`config.mk`:
```
export PLATFORM = sky130hd
export DESIGN_NAME = operand_fetch_stage
export DESIGN_NICKNAME = d
export VERILOG_FILES = /design/src/rtl/operand_fetch_pkg.sv /design/src/rtl/regfile_scoreboard.sv /design/src/rtl/operand_fetch_stage.sv
export SDC_FILE = /design/constraint.sdc
export NUM_CORES = 1
export LEC_CHECK = 0
export BUFFER_PORTS_ARGS = -buffer_cell sky130_fd_sc_hd__buf_2
export CAP_MARGIN = 20
export CORE_MARGIN = 2
export CORE_UTILIZATION = 35
export CTS_CLUSTER_DIAMETER = 100
export DETAILED_ROUTE_END_ITERATION = 10
export GPL_TIMING_DRIVEN = 0
export PLACE_DENSITY = 0.71
export SYNTH_ARGS = -nofsm -noshare
export SYNTH_HDL_FRONTEND = slang
export SYNTH_SLANG_ARGS = --single-unit
```
`constraint.sdc`:
```
create_clock -name clk -period 5.35 [get_ports clk]
set_input_delay 0.535 -clock clk [delete_from_list [all_inputs] [get_ports clk]]
set_output_delay 0.535 -clock clk [all_outputs]
set_load 0.005 [all_outputs]
```
`src/rtl/operand_fetch_pkg.sv`:
```
// Shared definitions for the operand fetch stage.
// Holds the default widths of the datapath and register index, the
// register count, and the {dst, dst_wen} descriptor type used by
// downstream consumers of the stage's destination output.
package operand_fetch_pkg;

    localparam int OF_DATA_WIDTH = 64;
    localparam int OF_ADDR_WIDTH = 5;
    localparam int OF_NUM_REGS   = 2 ** OF_ADDR_WIDTH;
    localparam int OF_CNT_WIDTH  = 16;

    // Destination descriptor carried alongside captured operands.
    typedef struct packed {
        logic [OF_ADDR_WIDTH-1:0] dst;
        logic                     dst_wen;
    } dst_desc_t;

endpackage

```
`src/rtl/regfile_scoreboard.sv`:
```
// Pending-write scoreboard for the register file.
// One bit per register: set when an instruction that writes the register
// is accepted, cleared when writeback retires the write. When the same
// index is set and cleared in one cycle the set wins, because the new
// write is still outstanding after the old one retires.
//
// Ports:
//   clk, reset           clock, synchronous active-high reset (clears all bits)
//   set_en, set_addr     mark a register as having a pending write
//   clr_en, clr_addr     retire the pending write of a register
//   src0, src1, dst      lookup indices
//   pend_src0/1, pend_dst  pending bit of the corresponding lookup index
module regfile_scoreboard
    import operand_fetch_pkg::*;
#(
    parameter int ADDR_WIDTH = OF_ADDR_WIDTH
) (
    input  logic                  clk,
    input  logic                  reset,
    input  logic                  set_en,
    input  logic [ADDR_WIDTH-1:0] set_addr,
    input  logic                  clr_en,
    input  logic [ADDR_WIDTH-1:0] clr_addr,
    input  logic [ADDR_WIDTH-1:0] src0,
    input  logic [ADDR_WIDTH-1:0] src1,
    input  logic [ADDR_WIDTH-1:0] dst,
    output logic                  pend_src0,
    output logic                  pend_src1,
    output logic                  pend_dst
);

    localparam int NUM_REGS = 2 ** ADDR_WIDTH;

    logic [NUM_REGS-1:0] pend_q;
    logic [NUM_REGS-1:0] pend_d;

    genvar gi;
    generate
        for (gi = 0; gi < NUM_REGS; gi++) begin : g_bit
            // Set has priority over clear; clearing a zero bit changes nothing.
            assign pend_d[gi] = (set_en && set_addr == ADDR_WIDTH'(gi)) ? 1'b1 :
                                (clr_en && clr_addr == ADDR_WIDTH'(gi)) ? 1'b0 :
                                pend_q[gi];
        end
    endgenerate

    always_ff @(posedge clk) begin
        if (reset) begin
            pend_q <= '0;
        end else begin
            pend_q <= pend_d;
        end
    end

    assign pend_src0 = pend_q[src0];
    assign pend_src1 = pend_q[src1];
    assign pend_dst  = pend_q[dst];

endmodule

```
`src/rtl/operand_fetch_stage.sv`:
```
// Operand fetch stage sitting in front of a register file with two
// combinational read ports and one clocked write port.
// Drives the read addresses straight from the incoming source indices,
// captures both operands plus the destination descriptor into an output
// register with a valid/ready handshake, and stalls on RAW/WAW hazards
// tracked by a pending-write scoreboard.
//
// Configuration macro: OPERAND_BYPASS_EN
//   defined   : a source whose pending write is being retired by writeback
//               this cycle is not a hazard; its operand takes wb_wdata.
//   undefined : such a source stalls one more cycle and reads the regfile.
//   WAW hazards are never bypassed in either build.
//
// Ports:
//   clk, reset                 clock, synchronous active-high reset
//   in_valid/in_ready          upstream handshake
//   in_src0/1, in_dst, in_dst_wen  decoded instruction fields
//   rf_r0addr/rf_r1addr        register file read addresses
//   rf_r0data/rf_r1data        register file read data
//   wb_wena/wb_waddr/wb_wdata  copy of the register file write port
//   out_valid/out_ready        downstream handshake
//   out_op0/1, out_dst, out_dst_wen  captured operands and destination
//   stall_count                saturating count of cycles with in_valid & !in_ready
module operand_fetch_stage
    import operand_fetch_pkg::*;
#(
    parameter int DATA_WIDTH = OF_DATA_WIDTH,
    parameter int ADDR_WIDTH = OF_ADDR_WIDTH,
    parameter int CNT_WIDTH  = OF_CNT_WIDTH
) (
    input  logic                  clk,
    input  logic                  reset,
    input  logic                  in_valid,
    output logic                  in_ready,
    input  logic [ADDR_WIDTH-1:0] in_src0,
    input  logic [ADDR_WIDTH-1:0] in_src1,
    input  logic [ADDR_WIDTH-1:0] in_dst,
    input  logic                  in_dst_wen,
    output logic [ADDR_WIDTH-1:0] rf_r0addr,
    output logic [ADDR_WIDTH-1:0] rf_r1addr,
    input  logic [DATA_WIDTH-1:0] rf_r0data,
    input  logic [DATA_WIDTH-1:0] rf_r1data,
    input  logic                  wb_wena,
    input  logic [ADDR_WIDTH-1:0] wb_waddr,
    input  logic [DATA_WIDTH-1:0] wb_wdata,
    output logic                  out_valid,
    input  logic                  out_ready,
    output logic [DATA_WIDTH-1:0] out_op0,
    output logic [DATA_WIDTH-1:0] out_op1,
    output logic [ADDR_WIDTH-1:0] out_dst,
    output logic                  out_dst_wen,
    output logic [CNT_WIDTH-1:0]  stall_count
);

    logic                  pend_src0;
    logic                  pend_src1;
    logic                  pend_dst;
    logic                  byp0;
    logic                  byp1;
    logic                  hazard;
    logic                  ready;
    logic                  accept;

    logic                  out_valid_q,   out_valid_d;
    logic [DATA_WIDTH-1:0] out_op0_q,     out_op0_d;
    logic [DATA_WIDTH-1:0] out_op1_q,     out_op1_d;
    logic [ADDR_WIDTH-1:0] out_dst_q,     out_dst_d;
    logic                  out_dst_wen_q, out_dst_wen_d;
    logic [CNT_WIDTH-1:0]  stall_count_q, stall_count_d;

    regfile_scoreboard #(
        .ADDR_WIDTH (ADDR_WIDTH)
    ) u_scoreboard (
        .clk       (clk),
        .reset     (reset),
        .set_en    (accept & in_dst_wen),
        .set_addr  (in_dst),
        .clr_en    (wb_wena),
        .clr_addr  (wb_waddr),
        .src0      (in_src0),
        .src1      (in_src1),
        .dst       (in_dst),
        .pend_src0 (pend_src0),
        .pend_src1 (pend_src1),
        .pend_dst  (pend_dst)
    );

    always_comb begin
        byp0 = 1'b0;
        byp1 = 1'b0;
`ifdef OPERAND_BYPASS_EN
        // The write retiring this cycle is the one the source waits on
        // (WAW stalls guarantee only one is outstanding), so forward it.
        byp0 = wb_wena && (wb_waddr == in_src0);
        byp1 = wb_wena && (wb_waddr == in_src1);
`endif
        hazard = in_valid && ((pend_src0 && !byp0) ||
                              (pend_src1 && !byp1) ||
                              (in_dst_wen && pend_dst));
        ready  = (!out_valid_q || out_ready) && !hazard;
        accept = in_valid && ready;
    end

    always_comb begin
        out_valid_d   = out_valid_q;
        out_op0_d     = out_op0_q;
        out_op1_d     = out_op1_q;
        out_dst_d     = out_dst_q;
        out_dst_wen_d = out_dst_wen_q;
        stall_count_d = stall_count_q;

        if (accept) begin
            out_valid_d   = 1'b1;
            out_op0_d     = byp0 ? wb_wdata : rf_r0data;
            out_op1_d     = byp1 ? wb_wdata : rf_r1data;
            out_dst_d     = in_dst;
            out_dst_wen_d = in_dst_wen;
        end else if (out_ready) begin
            out_valid_d = 1'b0;
        end

        if (in_valid && !ready && (stall_count_q != '1)) begin
            stall_count_d = stall_count_q + 1'b1;
        end
    end

    always_ff @(posedge clk) begin
        if (reset) begin
            out_valid_q   <= 1'b0;
            out_op0_q     <= '0;
            out_op1_q     <= '0;
            out_dst_q     <= '0;
            out_dst_wen_q <= 1'b0;
            stall_count_q <= '0;
        end else begin
            out_valid_q   <= out_valid_d;
            out_op0_q     <= out_op0_d;
            out_op1_q     <= out_op1_d;
            out_dst_q     <= out_dst_d;
            out_dst_wen_q <= out_dst_wen_d;
            stall_count_q <= stall_count_d;
        end
    end

    assign in_ready    = ready;
    assign rf_r0addr   = in_src0;
    assign rf_r1addr   = in_src1;
    assign out_valid   = out_valid_q;
    assign out_op0     = out_op0_q;
    assign out_op1     = out_op1_q;
    assign out_dst     = out_dst_q;
    assign out_dst_wen = out_dst_wen_q;
    assign stall_count = stall_count_q;

endmodule

```
==> flow_summary_export.csv <==
group,metric,value,unit
synth,ys_seq_elements,183,
detailed_routing,vias,9218,
sta,hold_viol,0,
floorplanning,fp.dieH,158,um
detailed_routing,drt_wl_total,30.9,mm
critical_path,slowest_delay,0.63,ns
critical_path,critPathMaxFanout,10,
detailed_routing,postRouteAntennaNets,0,
critical_path,crit_arrival,3.54,ns
floorplanning,dieArea,24900,um2
final_layout,fillerInstances,2362,
detailed_routing,via_per_inst,5.56,
clock_tree,clkLatencyLatePin,0.44,ns
clock_tree,cts.sinks,183,
synth,synth_compound_area_share,22.9,%
synth,yosys.area_share.adder,0.151,%
synth,ys.warnings.count,0,
detailed_routing,wl_per_cell,18.6,um
critical_path,end_kind,"output pin",
floorplanning,start_util,35.5,%
synth,synth.cell_area,8290,um2
floorplanning,rows,56,
placement,port_buffers,309,
sta,rsz0062_at_grt,"no",
synth,synth_flop_cell,"dfxtp_1",
synth,synthCells,998,
clock_tree,clockRootBuffer,"clkbuf_16",
global_routing,globalRouteTotalUtil,23.7,%
critical_path,crit_chain,"buf_2, buf_2, mux4_2, mux2_2, o21ai_1, a221oi_1, or4_1, buf_2, clkbuf_1, a21boi_0, buf_2",
power,p_per_area,305,nW/um2
floorplanning,core-area,23300,um2
critical_path,path_class,"in -> out",
synth,avgSynthCellArea,8.31,um2
floorplanning,dieWidth,158,um
synth,synth_edf_count,0,
placement,detailed_place_hpwl,23.3,mm
global_routing,grt_overflow,0,
final_layout,nets,1545,
critical_path,cp_common_cell,"buf_2",
clock_tree,numCtsBuffers,17,
critical_path,worstPathRequired,4.82,ns
critical_path,crit_slowest_cell,"or4_1",
clock_tree,cts_tree,"yes",
detailed_routing,drt-pass1-iter-count,5,
clock_tree,cts_max_level,4,
detailed_routing,drc,0,
sta,clock_skew,0.0175,ns
sta,slew_viol_final,0,
power,irDropWorstVdd,0.173,mV
floorplanning,ios,380,
global_routing,antenna_found_initial,1,
sta,fmaxAchievable,246,MHz
sta,setup_tns,0,ns
synth,synth-seq-area-share,44.2,%
synth,synth_top_family_by_area,"compound AO/OA/AOI/OAI gates",
hold_path,holdPathStages,3,
hold_path,hp-class,"in -> reg",
clock_tree,postCtsHoldBufs,0,
synth,synth_cell_type_count,48,
critical_path,ff2ff_path_depth,9,
final_layout,drive_gt1_share,29.4,%
sta,setup_viol_count_final,0,
critical_path,start_kind,"input port",
clock_tree,clockBufferDepth,2,
synth,synth_fp_nets,1217,
detailed_routing,dr.first_iter.drc_count,738,
clock_tree,clkTransAtPathRegs,0.08,ns
job,maxCapViolations,0,
sta,tightest_slew,0.771,ns
synth,synth_xor_area_share,0,%
synth,synthArstFlopShare,0,%
global_routing,grt_pass1_vias,8508,
sta,period_share,76.1,%
final_layout,instances_no_fill,1659,
sta,relSlewSlack,48.2,%
synth,synth-simple-area-share,19.6,%
final_layout,syn_to_final_growth,30.4,%
global_routing,grt_pass1_wl,46.3,mm
run_status,status,"finished, final reports clean",
synth,muxShareOfSynthArea,7.57,%
clock_tree,post-cts-setup-buffers,0,
global_routing,grt_max_degree,19,
power,power_leakage,0.00442,uW
clock_tree,post_cts_resized,0,
sta,min_period,4.07,ns
placement,finalWeightedCongestion,0.892,
placement,dp_cells,1626,
## layout by cell type, fill, tap and decap left out, types with 10 or more instances in the layout
cell type	count
a21oi_1	155
nand2_1	37
nor2_1	24
nand2b_1	12
mux2i_1	20
clkbuf_16	17
nor2b_1	15
buf_2	318
mux4_2	15
o21ai_0	148
clkbuf_1	86
nand4_1	18
buf_4	10
nand3_1	168
dfxtp_1	183
## kinds of logic after synthesis
family / count (synthesis)
AOI/OAI and AO/OA: 348
adders and majority gates: 1
DFF: 183
muxes: 43
buffers and inverters: 110
and+or+nand+nor: 313
## Yosys cell counts, types with 2 or more instances
| master | instances | area share (%) |
|---|---|---|
| dfxtp_1 | 183 | 44 |
| nand3_1 | 168 | 10 |
| a21oi_1 | 155 | 9.4 |
| o21ai_0 | 148 | 8.9 |
| clkbuf_1 | 85 | 3.8 |
| nand2_1 | 37 | 1.7 |
| nor2_1 | 24 | 1.1 |
| mux2i_1 | 20 | 2.4 |
| nand4_1 | 18 | 1.4 |
| mux4_2 | 15 | 4.1 |
| nor2b_1 | 15 | 1.1 |
| nand2b_1 | 12 | 0.91 |
| buf_4 | 10 | 0.91 |
| buf_2 | 9 | 0.54 |
| mux2_2 | 8 | 1.1 |
| o31ai_1 | 8 | 0.72 |
| o41ai_1 | 8 | 0.84 |
| a22oi_1 | 6 | 0.54 |
| or4_1 | 6 | 0.54 |
| a32o_1 | 5 | 0.60 |
| nor3_1 | 5 | 0.30 |
| o211ai_1 | 5 | 0.45 |
| and2_1 | 4 | 0.30 |
| and3_1 | 4 | 0.30 |
| nor4_1 | 4 | 0.30 |
| or3_1 | 4 | 0.30 |
| buf_1 | 3 | 0.14 |
| o31ai_2 | 3 | 0.45 |
| inv_1 | 2 | 0.091 |
| nand3b_1 | 2 | 0.18 |
| nor4_2 | 2 | 0.30 |
| o21a_1 | 2 | 0.18 |
| o311ai_0 | 2 | 0.21 |
| or2_2 | 2 | 0.15 |
## layout make-up
cell class / count / area (um2) / share of cell area [%]
multi-input cells: 705 / 4170 / 38.5
flip-flops and latches: 183 / 3660 / 33.9
repair buffers: 309 / 1550 / 14.3
plain buffers: 107 / 450 / 4.17
clock buffers: 19 / 443 / 4.10
well taps: 319 / 399 / 3.69
clock inverters: 13 / 130 / 1.20
inverters: 3 / 11.3 / 0.104
diodes: 1 / 2.50 / 0.0231
## metal layers
metal	global-route usage, %	vias up	part of all wire [%]
met5	0	-	0
met4	6.61	0	1.9
met3	6.08	50	8.5
met2	38.1	421	47
met1	31.6	4423	42
li1	-	4324	-
## path summary, 6_finish.rpt
path / startpoint / endpoint / slack [ns]
setup reg to reg: u_scoreboard.pend_q[15] / out_op1[43] / 1.96
hold / removal: rf_r0data[15] / out_op0[15] / 0.34
hold reg to reg: out_op1[3] / out_op1[3] / 0.47
setup / recovery: in_dst[2] / in_ready / 1.28
## sequential cells by signal, summed over array words and instances, names as in the netlist
register             count
out_op1                 64
out_dst_wen              1
out_op0                 64
u_scoreboard.pend_q     32
out_valid                1
stall_count             16
out_dst                  5
## stage by stage
stage,util [%],worst slack (ns),power [uW],cell area [um2],hold WS [ns]
floorplan,-,2.07,1800,8290,0.451
global placement,43.9,1.30,2060,10200,0.458
detailed placement,43.9,1.31,2070,10200,0.464
CTS,46.3,1.30,3310,10800,0.325
global route,46.3,1.11,3430,10800,0.328
finish,46.3,1.28,3300,10800,0.338
## report_power, final
group          leakage, uW  internal [uW]  switching, uW  total (uW)
Sequential         0.00149           1430           36.8        1470
Combinational      0.00265            201            371         572
Clock             0.000279            633            621        1250
Total              0.00442           2270           1030        3300
## critical path: cells and delay by family
family                 cells  cell delay, ns
buffers and inverters      5            1.23
and+or+nand+nor            1            0.63
AOI/OAI and AO/OA          3            0.50
muxes                      2            0.62
Power figures use the tool's default switching activity.
